`src/rtl/evm_ballot_frontend_if.sv`:
```
// Button, core-status and strobe bundle between the ballot frontend and its environment.
interface evm_ballot_frontend_if;
    logic btn_c1;
    logic btn_c2;
    logic btn_c3;
    logic btn_ready;
    logic btn_done;
    logic voting_in_progress;
    logic vote_candidate_1;
    logic vote_candidate_2;
    logic vote_candidate_3;
    logic candidate_ready;
    logic voting_session_done;
    logic ballot_armed;
    logic multi_press_err;
    logic ballot_aborted;

    modport master (
        output btn_c1, btn_c2, btn_c3, btn_ready, btn_done, voting_in_progress,
        input  vote_candidate_1, vote_candidate_2, vote_candidate_3, candidate_ready,
               voting_session_done, ballot_armed, multi_press_err, ballot_aborted
    );

    modport slave (
        input  btn_c1, btn_c2, btn_c3, btn_ready, btn_done, voting_in_progress,
        output vote_candidate_1, vote_candidate_2, vote_candidate_3, candidate_ready,
               voting_session_done, ballot_armed, multi_press_err, ballot_aborted
    );
endinterface

```
`src/rtl/evm_ballot_frontend.sv`:
```
// Synchronise and debounce EVM push-buttons, then run the one-vote-per-ballot FSM
// that produces the clean strobes consumed by the voting core.
//
// state  | meaning
// IDLE   | no ballot open, waiting for presiding officer
// ARMED  | ballot issued, waiting for exactly one candidate press
// LOCKED | vote cast, waiting for all candidate buttons to be released
// DONE   | session closed, absorbing until reset
module evm_ballot_frontend #(
    parameter int DEBOUNCE_CYCLES = 16
) (
    input  logic                  clk,
    input  logic                  rst,
    evm_ballot_frontend_if.slave  bus
);
    localparam int CW = $clog2(DEBOUNCE_CYCLES + 1);
    localparam logic [CW-1:0] CNT_LAST = CW'(DEBOUNCE_CYCLES - 1);

    typedef enum logic [1:0] {S_IDLE, S_ARMED, S_LOCKED, S_DONE} state_t;

    // bit order: c1, c2, c3, ready, done
    logic [4:0]    raw;
    logic [4:0]    sync1_q, sync1_d, sync2_q, sync2_d;
    logic [4:0]    stable_q, stable_d, prev_q, prev_d;
    logic [4:0]    evt_q, evt_d, qual_q, qual_d;
    logic [CW-1:0] cnt_q [5];
    logic [CW-1:0] cnt_d [5];
    logic [1:0]    init_q, init_d;

    state_t        state_q, state_d;
    logic          vip_seen_q, vip_seen_d;
    logic [2:0]    vote_q, vote_d;
    logic          ready_q, ready_d, err_q, err_d, abort_q, abort_d;
    logic          armed_q, armed_d, done_q, done_d;
    logic [2:0]    cand;
    logic          one_hot, multi;

    assign raw = {bus.btn_done, bus.btn_ready, bus.btn_c3, bus.btn_c2, bus.btn_c1};

    always_comb begin
        sync1_d  = raw;
        sync2_d  = sync1_q;
        stable_d = stable_q;
        prev_d   = stable_q;
        evt_d    = stable_q & ~prev_q & qual_q;
        init_d   = (init_q == 2'd2) ? init_q : init_q + 2'd1;
        // A button only generates events once it has been seen released; buttons
        // held through reset therefore never fire on reset release.
        qual_d   = qual_q | ({5{init_q == 2'd2}} & ~sync2_q & ~stable_q);
        for (int i = 0; i < 5; i++) begin
            if (sync2_q[i] == stable_q[i]) begin
                cnt_d[i] = '0;
            end else if (cnt_q[i] == CNT_LAST) begin
                cnt_d[i]    = '0;
                stable_d[i] = ~stable_q[i];
            end else begin
                cnt_d[i] = cnt_q[i] + 1'b1;
            end
        end
    end

    assign cand    = evt_q[2:0];
    assign one_hot = $onehot(cand);
    assign multi   = (cand != 3'b000) && !one_hot;

    always_comb begin
        state_d    = state_q;
        vip_seen_d = vip_seen_q;
        vote_d     = 3'b000;
        ready_d    = 1'b0;
        err_d      = 1'b0;
        abort_d    = 1'b0;
        case (state_q)
            S_IDLE: begin
                vip_seen_d = 1'b0;
                if (evt_q[3]) begin
                    state_d = S_ARMED;
                    ready_d = 1'b1;
                end else if (evt_q[4]) begin
                    state_d = S_DONE;
                end
            end
            S_ARMED: begin
                if (bus.voting_in_progress) vip_seen_d = 1'b1;
                if (one_hot) begin
                    vote_d  = cand;
                    state_d = S_LOCKED;
                end else if (vip_seen_q && !bus.voting_in_progress) begin
                    abort_d = 1'b1;
                    state_d = S_IDLE;
                end else if (multi) begin
                    err_d = 1'b1;
                end
            end
            S_LOCKED: begin
                if (stable_q[2:0] == 3'b000) state_d = S_IDLE;
            end
            default: state_d = S_DONE;
        endcase
        armed_d = (state_d == S_ARMED);
        done_d  = (state_d == S_DONE);
    end

    always_ff @(posedge clk or negedge rst) begin
        if (!rst) begin
            sync1_q    <= '0;
            sync2_q    <= '0;
            stable_q   <= '0;
            prev_q     <= '0;
            evt_q      <= '0;
            qual_q     <= '0;
            cnt_q      <= '{default: '0};
            init_q     <= '0;
            state_q    <= S_IDLE;
            vip_seen_q <= 1'b0;
            vote_q     <= '0;
            ready_q    <= 1'b0;
            err_q      <= 1'b0;
            abort_q    <= 1'b0;
            armed_q    <= 1'b0;
            done_q     <= 1'b0;
        end else begin
            sync1_q    <= sync1_d;
            sync2_q    <= sync2_d;
            stable_q   <= stable_d;
            prev_q     <= prev_d;
            evt_q      <= evt_d;
            qual_q     <= qual_d;
            cnt_q      <= cnt_d;
            init_q     <= init_d;
            state_q    <= state_d;
            vip_seen_q <= vip_seen_d;
            vote_q     <= vote_d;
            ready_q    <= ready_d;
            err_q      <= err_d;
            abort_q    <= abort_d;
            armed_q    <= armed_d;
            done_q     <= done_d;
        end
    end

    assign bus.vote_candidate_1    = vote_q[0];
    assign bus.vote_candidate_2    = vote_q[1];
    assign bus.vote_candidate_3    = vote_q[2];
    assign bus.candidate_ready     = ready_q;
    assign bus.multi_press_err     = err_q;
    assign bus.ballot_aborted      = abort_q;
    assign bus.ballot_armed        = armed_q;
    assign bus.voting_session_done = done_q;
endmodule
```
`src/flat_wrapper.sv`:
```
// flat-port wrapper written by rule: the top's interface ports become plain ports
module evm_ballot_frontend_flat 
#(
    parameter int DEBOUNCE_CYCLES = 16
)
  (clk, rst, bus_btn_c1, bus_btn_c2, bus_btn_c3, bus_btn_ready, bus_btn_done, bus_voting_in_progress, bus_vote_candidate_1, bus_vote_candidate_2, bus_vote_candidate_3, bus_candidate_ready, bus_voting_session_done, bus_ballot_armed, bus_multi_press_err, bus_ballot_aborted);
  evm_ballot_frontend_if bus_i ();
  input  logic clk;
  input  logic rst;
  input wire logic [$bits(bus_i.btn_c1)-1:0] bus_btn_c1;
  input wire logic [$bits(bus_i.btn_c2)-1:0] bus_btn_c2;
  input wire logic [$bits(bus_i.btn_c3)-1:0] bus_btn_c3;
  input wire logic [$bits(bus_i.btn_ready)-1:0] bus_btn_ready;
  input wire logic [$bits(bus_i.btn_done)-1:0] bus_btn_done;
  input wire logic [$bits(bus_i.voting_in_progress)-1:0] bus_voting_in_progress;
  output wire logic [$bits(bus_i.vote_candidate_1)-1:0] bus_vote_candidate_1;
  output wire logic [$bits(bus_i.vote_candidate_2)-1:0] bus_vote_candidate_2;
  output wire logic [$bits(bus_i.vote_candidate_3)-1:0] bus_vote_candidate_3;
  output wire logic [$bits(bus_i.candidate_ready)-1:0] bus_candidate_ready;
  output wire logic [$bits(bus_i.voting_session_done)-1:0] bus_voting_session_done;
  output wire logic [$bits(bus_i.ballot_armed)-1:0] bus_ballot_armed;
  output wire logic [$bits(bus_i.multi_press_err)-1:0] bus_multi_press_err;
  output wire logic [$bits(bus_i.ballot_aborted)-1:0] bus_ballot_aborted;
  assign bus_i.btn_c1 = bus_btn_c1;
  assign bus_i.btn_c2 = bus_btn_c2;
  assign bus_i.btn_c3 = bus_btn_c3;
  assign bus_i.btn_ready = bus_btn_ready;
  assign bus_i.btn_done = bus_btn_done;
  assign bus_i.voting_in_progress = bus_voting_in_progress;
  assign bus_vote_candidate_1 = bus_i.vote_candidate_1;
  assign bus_vote_candidate_2 = bus_i.vote_candidate_2;
  assign bus_vote_candidate_3 = bus_i.vote_candidate_3;
  assign bus_candidate_ready = bus_i.candidate_ready;
  assign bus_voting_session_done = bus_i.voting_session_done;
  assign bus_ballot_armed = bus_i.ballot_armed;
  assign bus_multi_press_err = bus_i.multi_press_err;
  assign bus_ballot_aborted = bus_i.ballot_aborted;
  evm_ballot_frontend #(.DEBOUNCE_CYCLES(DEBOUNCE_CYCLES)) u_core (.clk(clk), .rst(rst), .bus(bus_i));
endmodule
```
`config.mk`:
```
export PLATFORM = sky130hd
export DESIGN_NAME = evm_ballot_frontend_flat
export DESIGN_NICKNAME = d
export VERILOG_FILES = /design/src/rtl/evm_ballot_frontend_if.sv /design/src/rtl/evm_ballot_frontend.sv /design/src/flat_wrapper.sv
export SDC_FILE = /design/constraint.sdc
export NUM_CORES = 1
export LEC_CHECK = 0
export BUFFER_PORTS_ARGS = -buffer_cell sky130_fd_sc_hd__buf_2
export CORE_ASPECT_RATIO = 0.9
export CORE_MARGIN = 2
export CORE_UTILIZATION = 45
export CTS_BUF_LIST = sky130_fd_sc_hd__clkbuf_4 sky130_fd_sc_hd__clkbuf_8 sky130_fd_sc_hd__clkbuf_16
export DETAILED_ROUTE_END_ITERATION = 12
export GPL_TIMING_DRIVEN = 0
export SYNTH_ARGS = -nofsm -noshare
export SYNTH_HDL_FRONTEND = slang
export SYNTH_SLANG_ARGS = --single-unit
```
`constraint.sdc`:
```
create_clock -name clk -period 2.1 [get_ports clk]
set_input_delay 0.21 -clock clk [delete_from_list [all_inputs] [get_ports clk]]
set_output_delay 0.21 -clock clk [all_outputs]
set_load 0.01 [all_outputs]
```
==> results.toml <==
[worst_setup_path]
worstPathRequired_ps = 2330
path_max_fanout = 6
critPathCaptureType = "flip-flop"
worst_ep_arrival_time_ps = 1920
path_class = "reg2reg"
cp-start-kind = "flip-flop"

[power]
leakage_nw = 1.51
ir_drop_mv = 0.529
p_per_area_nw_per_um2 = 901

[sta]
fin_ws_ps = 407
rsz0062_at_grt = "false"
slew_headroom_pct = 45.8
fmax_ghz = 0.591
hold_slack_ps = -30.3
drv_slew = 0
finalHoldViolCount = 67
period_share_pct = 80.6
fin_worst_skew_ps = 6.92
finalSetupViolCount = 0
period_minus_slack_ps = 1690
fin_setup_tns_ps = 0
tightestPinTransition_ps = 814

[final_layout]
layout_common_cells = "68 x dfrtp_1, 33 x nor2_1, 15 x xor2_1, 14 x buf_2"
drive_gt1_share_pct = 20.6
layout_commonest_cell = "dfrtp_1"
num-nets-final = 243
final_core_util_pct = 55.5
insertedDiodeCount = 0
instances_no_fill = 300
syn_to_final_growth_pct = 17.3
fin_area_um2 = 2970

[logic_synthesis]
syn_avg_cell_area_um2 = 12.8
ys_warn_count = 0
yosysSeqAreaShare_pct = 67.2
synth_cells = 197
synth_area_um2 = 2530
ys_ff_latch = 68
syn_nets = 212
ys_types = 28

[global_route]
grt_max_degree = 69
track_usage_pct = 13.2
antenna_found_initial = 0
grt_overflow = 0
grt_pass1_vias = 1494
grt_first_pass_wirelength_mm = 6.23

[clock_tree]
cts_buffer_depth = 2
cts.sinks = 68
cts_buffers = 9
cts_tree = "yes"
cts.clk_slew.worst_paths_ps = 70
clock-root-buffer = "clkbuf_8"
postCtsSetupBuffers = 0
htree_levels = 3
clock_latency_ps = 330

[hold_path]
hold_class = "in2async"

[routing]
routedWlPerCell_um = 11.5
ant_nets = 0
first_pass_iters = 4
drc = 0
routed_via_density = 4.65
num_vias = 1394
drtIter0Drc = 41
finalWirelength_mm = 3.46

[placed_design]
dpl-instance-area_um2 = 2690
placed_cells = 279
hpwlAfterDp_mm = 2.35
gp_congestion = 0.699
numPortBuffers = 15
dp_slack_ps = 382

[floorplanning]
pin_count = 16
dieWidth_um = 83.1
die_h_um = 75.2
coreArea_um2 = 5350
die_area_um2 = 6240
initial_core_util_pct = 47.3
rows = 25

[flow_run]
drv_cap = 0

[status]
status = "finished with violations"
violations = "negative hold slack"
worst max-delay path, stage by stage, from the launching register on:
cell and delay (ps):
dfrtp_1 340, inv_1 60, fa_1 590, nor2b_4 70, a211oi_1 290, a31oi_2 100
nor2b_4 150
cells by family after synthesis:
kind of cell / after synthesis / synth area share (%)
AO/OA/AOI/OAI: 15 / 4.25
XOR/XNOR: 16 / 5.54
AND/OR/NAND/NOR: 75 / 15.4
adder cells (fa/ha/maj): 7 / 3.76
buffers and inverters: 11 / 1.63
multiplexers: 5 / 2.22
flip-flops: 68 / 67.2
final timing paths:
path,cells past startpoint,start,slack [ps],endpoint
worst max register to register,6,u_core.evt_q[0]$_DFF_PN0_,410,u_core.bus.voting_session_done$_DFF_PN0_
max in group asynchronous,1,rst,1600,u_core.cnt_q[2]$_DFF_PN0_
worst max-delay path,6,u_core.evt_q[0]$_DFF_PN0_,410,u_core.bus.voting_session_done$_DFF_PN0_
worst min-delay path,1,rst,-30,u_core.cnt_q[20]$_DFF_PN0_
min in group clk,3,bus_voting_in_progress,130,u_core.vip_seen_q$_DFFE_PN0P_
worst min register to register,0,u_core.sync1_q[3]$_DFF_PN0_,350,u_core.sync2_q[3]$_DFF_PN0_
cells in the mapped netlist:
library cell / n / area [µm²]
ha_1: 6 / 75.1
nor3b_2: 1 / 12.5
or2_2: 1 / 6.26
a31oi_2: 1 / 12.5
or2b_1: 1 / 7.51
nand3_1: 10 / 50.1
and3_2: 3 / 22.5
inv_1: 10 / 37.5
nand2_2: 1 / 6.26
o21ai_0: 7 / 35.0
nor2b_4: 2 / 27.5
nand2_1: 7 / 26.3
and2b_4: 1 / 10.0
xnor2_1: 1 / 8.76
nor2_1: 33 / 124
a211oi_1: 1 / 7.51
mux2_2: 5 / 56.3
dfrtp_1: 68 / 1700
xor2_1: 15 / 131
and2_1: 7 / 43.8
nor3b_1: 2 / 15.0
nor2_2: 1 / 6.26
fa_1: 1 / 20.0
and3_1: 5 / 31.3
clkbuf_1: 1 / 3.75
o211a_4: 1 / 17.5
a21oi_1: 1 / 5.00
a21o_1: 4 / 30.0
flip-flops by register name, indices dropped and copies added, names as in the netlist:
name                            count
u_core.prev_q                       5
u_core.bus.candidate_ready          1
u_core.sync2_q                      5
u_core.bus.voting_session_done      1
u_core.prev_d                       5
u_core.vote_q                       3
u_core.qual_q                       5
u_core.vip_seen_q                   1
u_core.cnt_q                       25
u_core.bus.multi_press_err          1
u_core.state_q                      2
u_core.init_q                       2
u_core.evt_q                        5
u_core.sync1_q                      5
u_core.bus.ballot_armed             1
u_core.bus.ballot_aborted           1
stage by stage:
step           total power, mW  hold slack [ps]
3_3_place_gp              1.51              318
4_1_cts                   2.72              119
2_1_floorplan             1.46            -85.6
3_5_place_dp              1.52              319
5_1_grt                   2.80             27.2
6_report                  2.67            -30.3
cell type report:
| type | count | area [µm²] |
|---|---|---|
| Timing Repair Buffer | 20 | 128 |
| Clock buffer | 12 | 153 |
| Clock inverter | 4 | 72.6 |
| Tap cell | 67 | 83.8 |
| Sequential cell | 68 | 1700 |
| Buffer | 1 | 3.75 |
| Inverter | 10 | 37.5 |
| Multi-Input combinational cell | 118 | 788 |
| Fill cell | 438 | 2380 |
per-layer routing:
layer / global-route usage, % / vias up / share of wire (%)
met5: 0 / - / 0
met4: 6.19 / 0 / 1.0
met3: 6.91 / 4 / 5.5
met2: 22.2 / 22 / 48
met1: 14.2 / 664 / 45
li1: - / 704 / -
timing repair:
action	CTS	global route
resized for setup	0	0
hold buffers	5	0
hold endpoints to repair	5	0
power by group:
part	internal [mW]	leakage, nW	switching [mW]	total, mW
sequential	1.35	0.881	0.0293	1.38
clock	0.726	0.113	0.449	1.17
combinational	0.0516	0.516	0.0686	0.120
Power figures use the tool's default switching activity.
